[src/rtl/instr_fetch_unit_if.sv]
// ============================================================================
// Module   : instr_fetch_unit_if
// Brief    : Control/load/fetch bundle between the control unit and the IFU.
//            Optional macro: IFU_INSTR_COUNT_EN adds the instCount signal.
// Revision : 1.0 - initial release
// ============================================================================
`default_nettype none

interface instr_fetch_unit_if;
  logic        PCWre;
  logic [1:0]  PCSrc;
  logic        imWE;
  logic [5:0]  imAddr;
  logic [31:0] imData;

  logic [31:0] curPC;
  logic [31:0] nextPC;
  logic [31:0] instruction;
  logic [5:0]  opCode;
  logic [4:0]  rs;
  logic [4:0]  rt;
  logic [4:0]  rd;
  logic [4:0]  sa;
  logic [15:0] immediate;
  logic        halted;
`ifdef IFU_INSTR_COUNT_EN
  logic [31:0] instCount;

  modport master (
    output PCWre, PCSrc, imWE, imAddr, imData,
    input  curPC, nextPC, instruction, opCode, rs, rt, rd, sa, immediate,
           halted, instCount
  );

  modport slave (
    input  PCWre, PCSrc, imWE, imAddr, imData,
    output curPC, nextPC, instruction, opCode, rs, rt, rd, sa, immediate,
           halted, instCount
  );
`else
  modport master (
    output PCWre, PCSrc, imWE, imAddr, imData,
    input  curPC, nextPC, instruction, opCode, rs, rt, rd, sa, immediate,
           halted
  );

  modport slave (
    input  PCWre, PCSrc, imWE, imAddr, imData,
    output curPC, nextPC, instruction, opCode, rs, rt, rd, sa, immediate,
           halted
  );
`endif
endinterface

`default_nettype wire

[src/rtl/instr_fetch_unit.sv]
// ============================================================================
// Module   : instr_fetch_unit
// Brief    : PC register, 64x32 instruction memory with load port, next-PC
//            select and sticky halt. Optional macro: IFU_INSTR_COUNT_EN.
// Revision : 1.0 - initial release
// ============================================================================
`default_nettype none

module instr_fetch_unit (
  input logic               CLK,
  input logic               Reset,
  instr_fetch_unit_if.slave bus
);

  localparam logic [1:0] c_SRC_SEQ    = 2'b00;
  localparam logic [1:0] c_SRC_BRANCH = 2'b01;
  localparam logic [1:0] c_SRC_JUMP   = 2'b10;
  localparam logic [5:0] c_HALT_OP    = 6'b111111;

  logic [31:0] r_mem [0:63];
  logic [31:0] r_cur_pc;
  logic        r_halted;
  logic [31:0] w_instr;
  logic [31:0] w_pc4;
  logic [31:0] w_branch_off;
  logic [31:0] w_next_pc;
  logic        w_advance;

  // Load port is independent of Reset so a program can be loaded while held in reset.
  always_ff @(posedge CLK) begin
    if (bus.imWE) begin
      r_mem[bus.imAddr] <= bus.imData;
    end
  end

  assign w_instr      = r_mem[r_cur_pc[7:2]];
  assign w_pc4        = r_cur_pc + 32'd4;
  assign w_branch_off = {{14{w_instr[15]}}, w_instr[15:0], 2'b00};
  assign w_advance    = bus.PCWre & ~r_halted;

  always_comb begin
    w_next_pc = w_pc4;
    case (bus.PCSrc)
      c_SRC_SEQ:    w_next_pc = w_pc4;
      c_SRC_BRANCH: w_next_pc = w_pc4 + w_branch_off;
      c_SRC_JUMP:   w_next_pc = {w_pc4[31:28], w_instr[25:0], 2'b00};
      default:      w_next_pc = w_pc4;
    endcase
  end

`ifdef IFU_INSTR_COUNT_EN
  logic [31:0] r_inst_count;

  always_ff @(posedge CLK) begin
    if (Reset) begin
      r_inst_count <= 32'd0;
    end else if (w_advance) begin
      r_inst_count <= r_inst_count + 32'd1;
    end
  end

  assign bus.instCount = r_inst_count;
`endif

  // The edge that fetches the halt opcode still advances the PC; the freeze starts after it.
  always_ff @(posedge CLK) begin
    if (Reset) begin
      r_cur_pc <= 32'd0;
      r_halted <= 1'b0;
    end else begin
      if (w_advance) begin
        r_cur_pc <= w_next_pc;
      end
      if (w_instr[31:26] == c_HALT_OP) begin
        r_halted <= 1'b1;
      end
    end
  end

  assign bus.curPC       = r_cur_pc;
  assign bus.nextPC      = w_next_pc;
  assign bus.instruction = w_instr;
  assign bus.opCode      = w_instr[31:26];
  assign bus.rs          = w_instr[25:21];
  assign bus.rt          = w_instr[20:16];
  assign bus.rd          = w_instr[15:11];
  assign bus.sa          = w_instr[10:6];
  assign bus.immediate   = w_instr[15:0];
  assign bus.halted      = r_halted;

endmodule

`default_nettype wire

[src/flat_wrapper.sv]
// flat-port wrapper written by rule: the top's interface ports become plain ports
module instr_fetch_unit_flat 
  (CLK, Reset, bus_PCWre, bus_PCSrc, bus_imWE, bus_imAddr, bus_imData, bus_curPC, bus_nextPC, bus_instruction, bus_opCode, bus_rs, bus_rt, bus_rd, bus_sa, bus_immediate, bus_halted);
  instr_fetch_unit_if bus_i ();
  input logic CLK;
  input logic Reset;
  input wire logic [$bits(bus_i.PCWre)-1:0] bus_PCWre;
  input wire logic [$bits(bus_i.PCSrc)-1:0] bus_PCSrc;
  input wire logic [$bits(bus_i.imWE)-1:0] bus_imWE;
  input wire logic [$bits(bus_i.imAddr)-1:0] bus_imAddr;
  input wire logic [$bits(bus_i.imData)-1:0] bus_imData;
  output wire logic [$bits(bus_i.curPC)-1:0] bus_curPC;
  output wire logic [$bits(bus_i.nextPC)-1:0] bus_nextPC;
  output wire logic [$bits(bus_i.instruction)-1:0] bus_instruction;
  output wire logic [$bits(bus_i.opCode)-1:0] bus_opCode;
  output wire logic [$bits(bus_i.rs)-1:0] bus_rs;
  output wire logic [$bits(bus_i.rt)-1:0] bus_rt;
  output wire logic [$bits(bus_i.rd)-1:0] bus_rd;
  output wire logic [$bits(bus_i.sa)-1:0] bus_sa;
  output wire logic [$bits(bus_i.immediate)-1:0] bus_immediate;
  output wire logic [$bits(bus_i.halted)-1:0] bus_halted;
  assign bus_i.PCWre = bus_PCWre;
  assign bus_i.PCSrc = bus_PCSrc;
  assign bus_i.imWE = bus_imWE;
  assign bus_i.imAddr = bus_imAddr;
  assign bus_i.imData = bus_imData;
  assign bus_curPC = bus_i.curPC;
  assign bus_nextPC = bus_i.nextPC;
  assign bus_instruction = bus_i.instruction;
  assign bus_opCode = bus_i.opCode;
  assign bus_rs = bus_i.rs;
  assign bus_rt = bus_i.rt;
  assign bus_rd = bus_i.rd;
  assign bus_sa = bus_i.sa;
  assign bus_immediate = bus_i.immediate;
  assign bus_halted = bus_i.halted;
  instr_fetch_unit u_core (.CLK(CLK), .Reset(Reset), .bus(bus_i));
endmodule
[config.mk]
export PLATFORM = sky130hd
export DESIGN_NAME = instr_fetch_unit_flat
export DESIGN_NICKNAME = d
export VERILOG_FILES = /design/src/rtl/instr_fetch_unit_if.sv /design/src/rtl/instr_fetch_unit.sv /design/src/flat_wrapper.sv
export SDC_FILE = /design/constraint.sdc
export NUM_CORES = 2
export LEC_CHECK = 0
export CAP_MARGIN = 20
export CORE_MARGIN = 5
export CORE_UTILIZATION = 26
export DETAILED_ROUTE_END_ITERATION = 10
export GPL_ROUTABILITY_DRIVEN = 0
export HOLD_SLACK_MARGIN = 0.1
export SYNTH_ARGS = -nofsm -noshare
export SYNTH_HDL_FRONTEND = slang
export SYNTH_SLANG_ARGS = --single-unit
[constraint.sdc]
create_clock -name CLK -period 7.15 [get_ports CLK]
set_input_delay 1.7875 -clock CLK [delete_from_list [all_inputs] [get_ports CLK]]
set_output_delay 1.7875 -clock CLK [all_outputs]
set_load 0.01 [all_outputs]
## Word-level counts from Yosys, hierarchy flattened

Memories as Yosys holds them, arrays and structs flattened. A register that Yosys moved wholly into a read port is not among the register bits.
Index checks and enable logic that the tools add are counted.

- Register bits: 33
- Logic and storage cells: 15
- Memories kept: 1
- Input bits: 44
- RAM bits: 2048

- Muxes and demuxes: 5
- $add $sub $neg: 2
- Bitwise gates (word level): 2
- Equality and inequality tests: 3

Memories:

| name | words | width | rd ports | clocked after Yosys merged registers in | wr ports | RTL line | text |
|---|---|---|---|---|---|---|---|
| u_core.r_mem | 64 | 32 | 1 | 1 | 1 | instr_fetch_unit.sv:20 | `logic [31:0] r_mem [0:63];` |

Operator list:

| kind | count |
|---|---|
| $pmux W32 S2 | 1 |
| $add A32 B3 Y32 const B | 1 |
| $add A32 B32 Y32 | 1 |
| $mux W6 | 2 |
| $eq A6 B6 Y1 const B | 1 |
| $eq A2 B1 Y1 const B | 1 |
| $eq A2 B2 Y1 const B | 1 |
| $mux W1 | 2 |
| $and A1 B1 Y1 | 1 |
| $not A1 Y1 | 1 |

## Depth between registers and ports, before layout

- Word-level depth: 5
- Depth in mapped cells: 21
- Mapped depth without buffers: 16

## Least setup slack after synthesis

OpenSTA, ideal clock, no wires.

- Path type: reg-to-output
- Start point: reg (tool-made name)
- End point: out bus_nextPC[24]
- Required time: 5362 ps
- Slack: 564 ps
- Cell stages (with the launch flop): 20
- Arrival time: 4799 ps
- Cell sequence: dfxtp_1 -> buf_6 -> buf_4 -> buf_4 -> buf_2 -> mux4_2 -> mux4_2 -> mux2i_1 -> nand2_1 -> o21a_1 -> ha_1 -> fa_1 -> a211oi_1 -> nor4_1 -> o21ai_0 -> nand3_1 -> a31oi_1 -> nor4_1 -> nor3_1 -> nand2_1

RTL lines:

| item | RTL line | text |
|---|---|---|
| end, declared | flat_wrapper.sv:13 | `output wire logic [$bits(bus_i.nextPC)-1:0] bus_nextPC;` |

==> impl_results.rst <==
.. list-table::
   :header-rows: 1

   * - Metric
     - Value
   * - Status
     - finished, violations left
   * - Violated checks
     - negative setup slack
   * - Multiplexer area fraction after synthesis
     - 0.1791
   * - Leakage Power
     - a little over 30 nW
   * - Register bit count reported by yosys
     - around 2100
   * - Wire length of the first global-routing pass
     - 348.6 mm
   * - Max-capacitance violation count
     - 0
   * - Via density per instance
     - between 5 and 6
   * - Main combinational cell family by area after synthesis
     - multiplexers
   * - Worst-Margin Slew
     - between 1000 and 1500 ps
   * - Share of synthesized registers carrying an async set or reset
     - 0
   * - Net switching power
     - about 0.007 W
   * - Net count reported at finish
     - around 4300
   * - Proportion of netlist area held by the largest area contributor
     - 0.7476
   * - Commonest register cell after synthesis
     - edfxtp_1
   * - Maximum net fanout on the critical path
     - 5
   * - Multi-input logic area
     - about 20000 um^2
   * - Hold violation count in the final report
     - 0
   * - Adder and majority gate portion of the synthesized area
     - 0.005111
   * - Area share of xor/xnor cells in the synthesized design
     - 0.005004
   * - Endpoints failing setup
     - 18
   * - Overflow left after global routing
     - 0
   * - Max Clock Freq
     - 136.1 MHz
   * - Placed cell areas
     - a little over 90000 um^2
   * - Initial antenna violation count
     - just over 40
   * - Cell taking the most area after synthesis
     - edfxtp_1
   * - Root buffer cell
     - clkbuf_16
   * - CP Capture Type
     - flip-flop
   * - Die Outline Area
     - ~330000 um^2
   * - Cell with the most instances after synthesis
     - edfxtp_1
   * - Area of the mapped netlist
     - around 82000 um^2
   * - Leading cell types by count after synthesis
     - edfxtp_1 (2048), mux4_2 (643), nor2_1 (146)
   * - Worst hold-check slack
     - ~480 ps
   * - Reg2Reg Capture Point
     - u_core.bus.curPC[14]$_SDFFE_PP0P_
   * - Clock buffer depth
     - 3
   * - Smallest setup slack after layout
     - -196.4 ps
   * - Clock edge transition at the registers on the reported setup and hold paths
     - about 60 ps
   * - Layout cell share with drive strength beyond 1
     - 0.3633
   * - Top-level I/O count
     - around 180
   * - Final worst path period need
     - roughly 7300 ps
   * - Data arrival at the endpoint of the critical path
     - approximately 8000 ps
   * - Syn-to-layout area delta
     - 21.91%
   * - CTS Buf Count
     - 207
   * - Critical Path Source Type
     - flip-flop
   * - Maximum cell stage delay along the critical path
     - 650 ps
   * - Number of warnings issued by yosys
     - 0
   * - Sequential-to-total area share from yosys stat
     - 0.7571
   * - Fraction of power consumed by sequential logic
     - 0.477
   * - 1st-pass router iterations
     - 6
   * - Slew Limit Headroom
     - 0.2176
   * - Net switching fraction of the power
     - 0.2471
   * - RSZ-0062 raised after global routing
     - true
   * - Cell mode on critical path
     - buf_4
   * - Estimated wirelength of the detail-placed design
     - 149.3 mm
   * - Category of the most critical setup path
     - flip-flop to flip-flop
   * - Final instance area
     - 100300 um^2
   * - Pin count of the biggest net entering global routing
     - between 60 and 70
   * - Complex-gate fraction of the synthesized area
     - 0.01825
   * - Max-slew violation total from the final report
     - 0
   * - Sum of negative setup slack
     - -1711 ps
   * - Maximum level of the CTS H-tree
     - 4
   * - Number of nets in the synthesized netlist
     - ~3700
   * - Via total after detailed routing
     - around 43000
   * - Combinational cell fraction of total power
     - 0.153
   * - Clock skew after layout
     - 41.81 ps
   * - Worst Hold Path Cells
     - 1
   * - Number of buffer cells added on primary ports
     - around 180
   * - Number of enable flip-flop cells after synthesis
     - ~2000
   * - Simple-gate portion of the synthesized area
     - 0.01853
   * - Internal
     - around 0.021 W
   * - Path depth of the worst reg2reg path
     - 40
   * - Hold path startpoint
     - u_core.bus.curPC[0]$_SDFFE_PP0P_
   * - CTS tree
     - built
   * - Reg area
     - a little over 60000 um^2
   * - End of the worst hold path
     - u_core.bus.curPC[0]$_SDFFE_PP0P_
   * - Initial core utilization
     - 0.2612
   * - Class of the tightest hold or removal check
     - flip-flop to flip-flop
   * - Cell types occupying the most area after synthesis
     - edfxtp_1 (75%), mux4_2 (18%), dfxtp_1 (0.95%)
   * - Post-route fraction of the period consumed by the critical path
     - 1.027
   * - Minimum setup slack among reg-to-reg paths
     - -200 ps
   * - Clock network power share
     - 0.371
   * - CORE AREA
     - ~310000 um^2
   * - Chip height
     - between 500 and 600 um
   * - Sink Count
     - roughly 2100
   * - Post-detailed-route count of antenna-violating nets
     - 0
   * - Power per Cell Area
     - approximately 280 nW/um^2
   * - Detailed-route wire length
     - approximately 250 mm
   * - Avg Cell Area, Syn
     - 22.49 um^2
   * - Number of filler instances in the final layout
     - 29700
   * - Die W
     - ~570 um
   * - Overall Global Routing Usage
     - 0.1510
   * - PnR Total Power
     - 0.02855 W
   * - Count of unique library cells instantiated by Yosys
     - 59
   * - Worst skew pair latency
     - 850 ps
   * - Row cnt
     - between 200 and 250
   * - Gate count of the mapped netlist
     - roughly 3700
   * - Share of the core filled with cells in the final layout
     - 0.3184
   * - Via count of the first global-routing pass
     - between 40000 and 50000
   * - Remaining routing DRC violations
     - 0
   * - Cell with the largest stage delay on the worst path
     - mux4_2
   * - Post-detailed-route wirelength per cell
     - around 29 um
   * - Detailed router's first-iteration violation count
     - roughly 5400
   * - Worst EP required
     - just under 8000 ps
   * - VDD IR-drop max
     - between 0.0002 and 0.0003 V
==> cells in the final DEF, fill, tap and decap left out, drive strengths merged, types with 10 or more instances in the layout <==
master,n
nor2b,16
a211oi,14
o21ai,35
dfxtp,39
a21oi,49
o211ai,10
nor3,14
a21o,14
ha,32
nand4,13
o21a,10
a22oi,17
buf,483
clkbuf,261
edfxtp,2048
xnor2,23
o22ai,13
clkinv,87
mux2i,17
mux4,643
nor2,146
nand2,92
xor2,24
nand3,26
inv,42
bufinv,14
clkdlybuf4s50,124
a311oi,13
a31oi,18
==> cells by family (layout without fill, tap and decap cells) <==
kind of cell,Yosys count,count (layout)
other cells,0,6
simple gates,344,344
mux,667,667
fa+ha+maj,33,33
compound gates,226,226
xor+xnor,47,47
buf+inv,253,1025
flops,2087,2087
==> layout make-up <==
type | instances | area share
inverters | 29 | 0.001135
well taps | 4160 | 0.05190
clock buffers | 260 | 0.05383
multi-input cells | 1317 | 0.1982
repair buffers | 613 | 0.06193
diodes | 6 | 0.0001497
clock inverters | 123 | 0.01163
flip-flops and latches | 2087 | 0.6212
==> metrics by stage <==
step / instances / setup slack (ps)
floorplan: 3657 / 563.7
global placement: 8093 / -39.19
detailed placement: 8097 / -44.25
CTS: 8568 / -204.9
global route: 8590 / -337.2
finish: 8595 / -196.4
==> critical path: cells and delay by family, from the launching register on <==
kind	cells	cell delay [ps]
DFF	1	360
buffers and inverters	28	3570
xor gates and xnor gates	1	150
muxes	3	1660
AOI/OAI and AO/OA	3	460
adders and majority gates	1	360
and+or+nand+nor	4	680
==> layer usage <==
layer	global-route usage	wire length, um	vias up
li1	-	-	16750
met1	0.2045	100500	23600
met2	0.2393	118600	2453
met3	0.04235	26680	466
met4	0.04000	7273	30
met5	0	222	-
==> worst max path at each step <==
stage               startpoint                                 to  depth (start not counted)
CTS                  flip-flop                     bus_nextPC[22]                         21
finish               flip-flop  u_core.bus.curPC[14]$_SDFFE_PP0P_                         40
detailed placement   flip-flop                     bus_nextPC[31]                         20
global route         flip-flop                     bus_nextPC[20]                         23
floorplan            flip-flop                     bus_nextPC[24]                         19
global placement     flip-flop                     bus_nextPC[22]                         23
==> state kept, by name, summed over array words and instances, names as in the netlist, named ones only <==
signal	count
u_core.r_mem	2048
u_core.bus.halted	1
u_core.bus.curPC	32
==> power by group through the flow <==
stage                     registers, W  clock network, W  logic [W]
after floorplan                 0.0138                 0    0.00208
after global placement          0.0139                 0    0.00377
after detailed placement        0.0139                 0    0.00379
after CTS                       0.0136            0.0108    0.00421
after global routing            0.0136            0.0113    0.00461
final                           0.0136            0.0106    0.00436
==> timing repair <==
action	in CTS	in global routing
cloned	12	0
resized for setup	262	80
pin swaps	69	76
buffers inserted	80	28
hold buffers	0	0
setup endpoints to repair	26	26
Note: power is estimated with default switching activity, not from simulation.
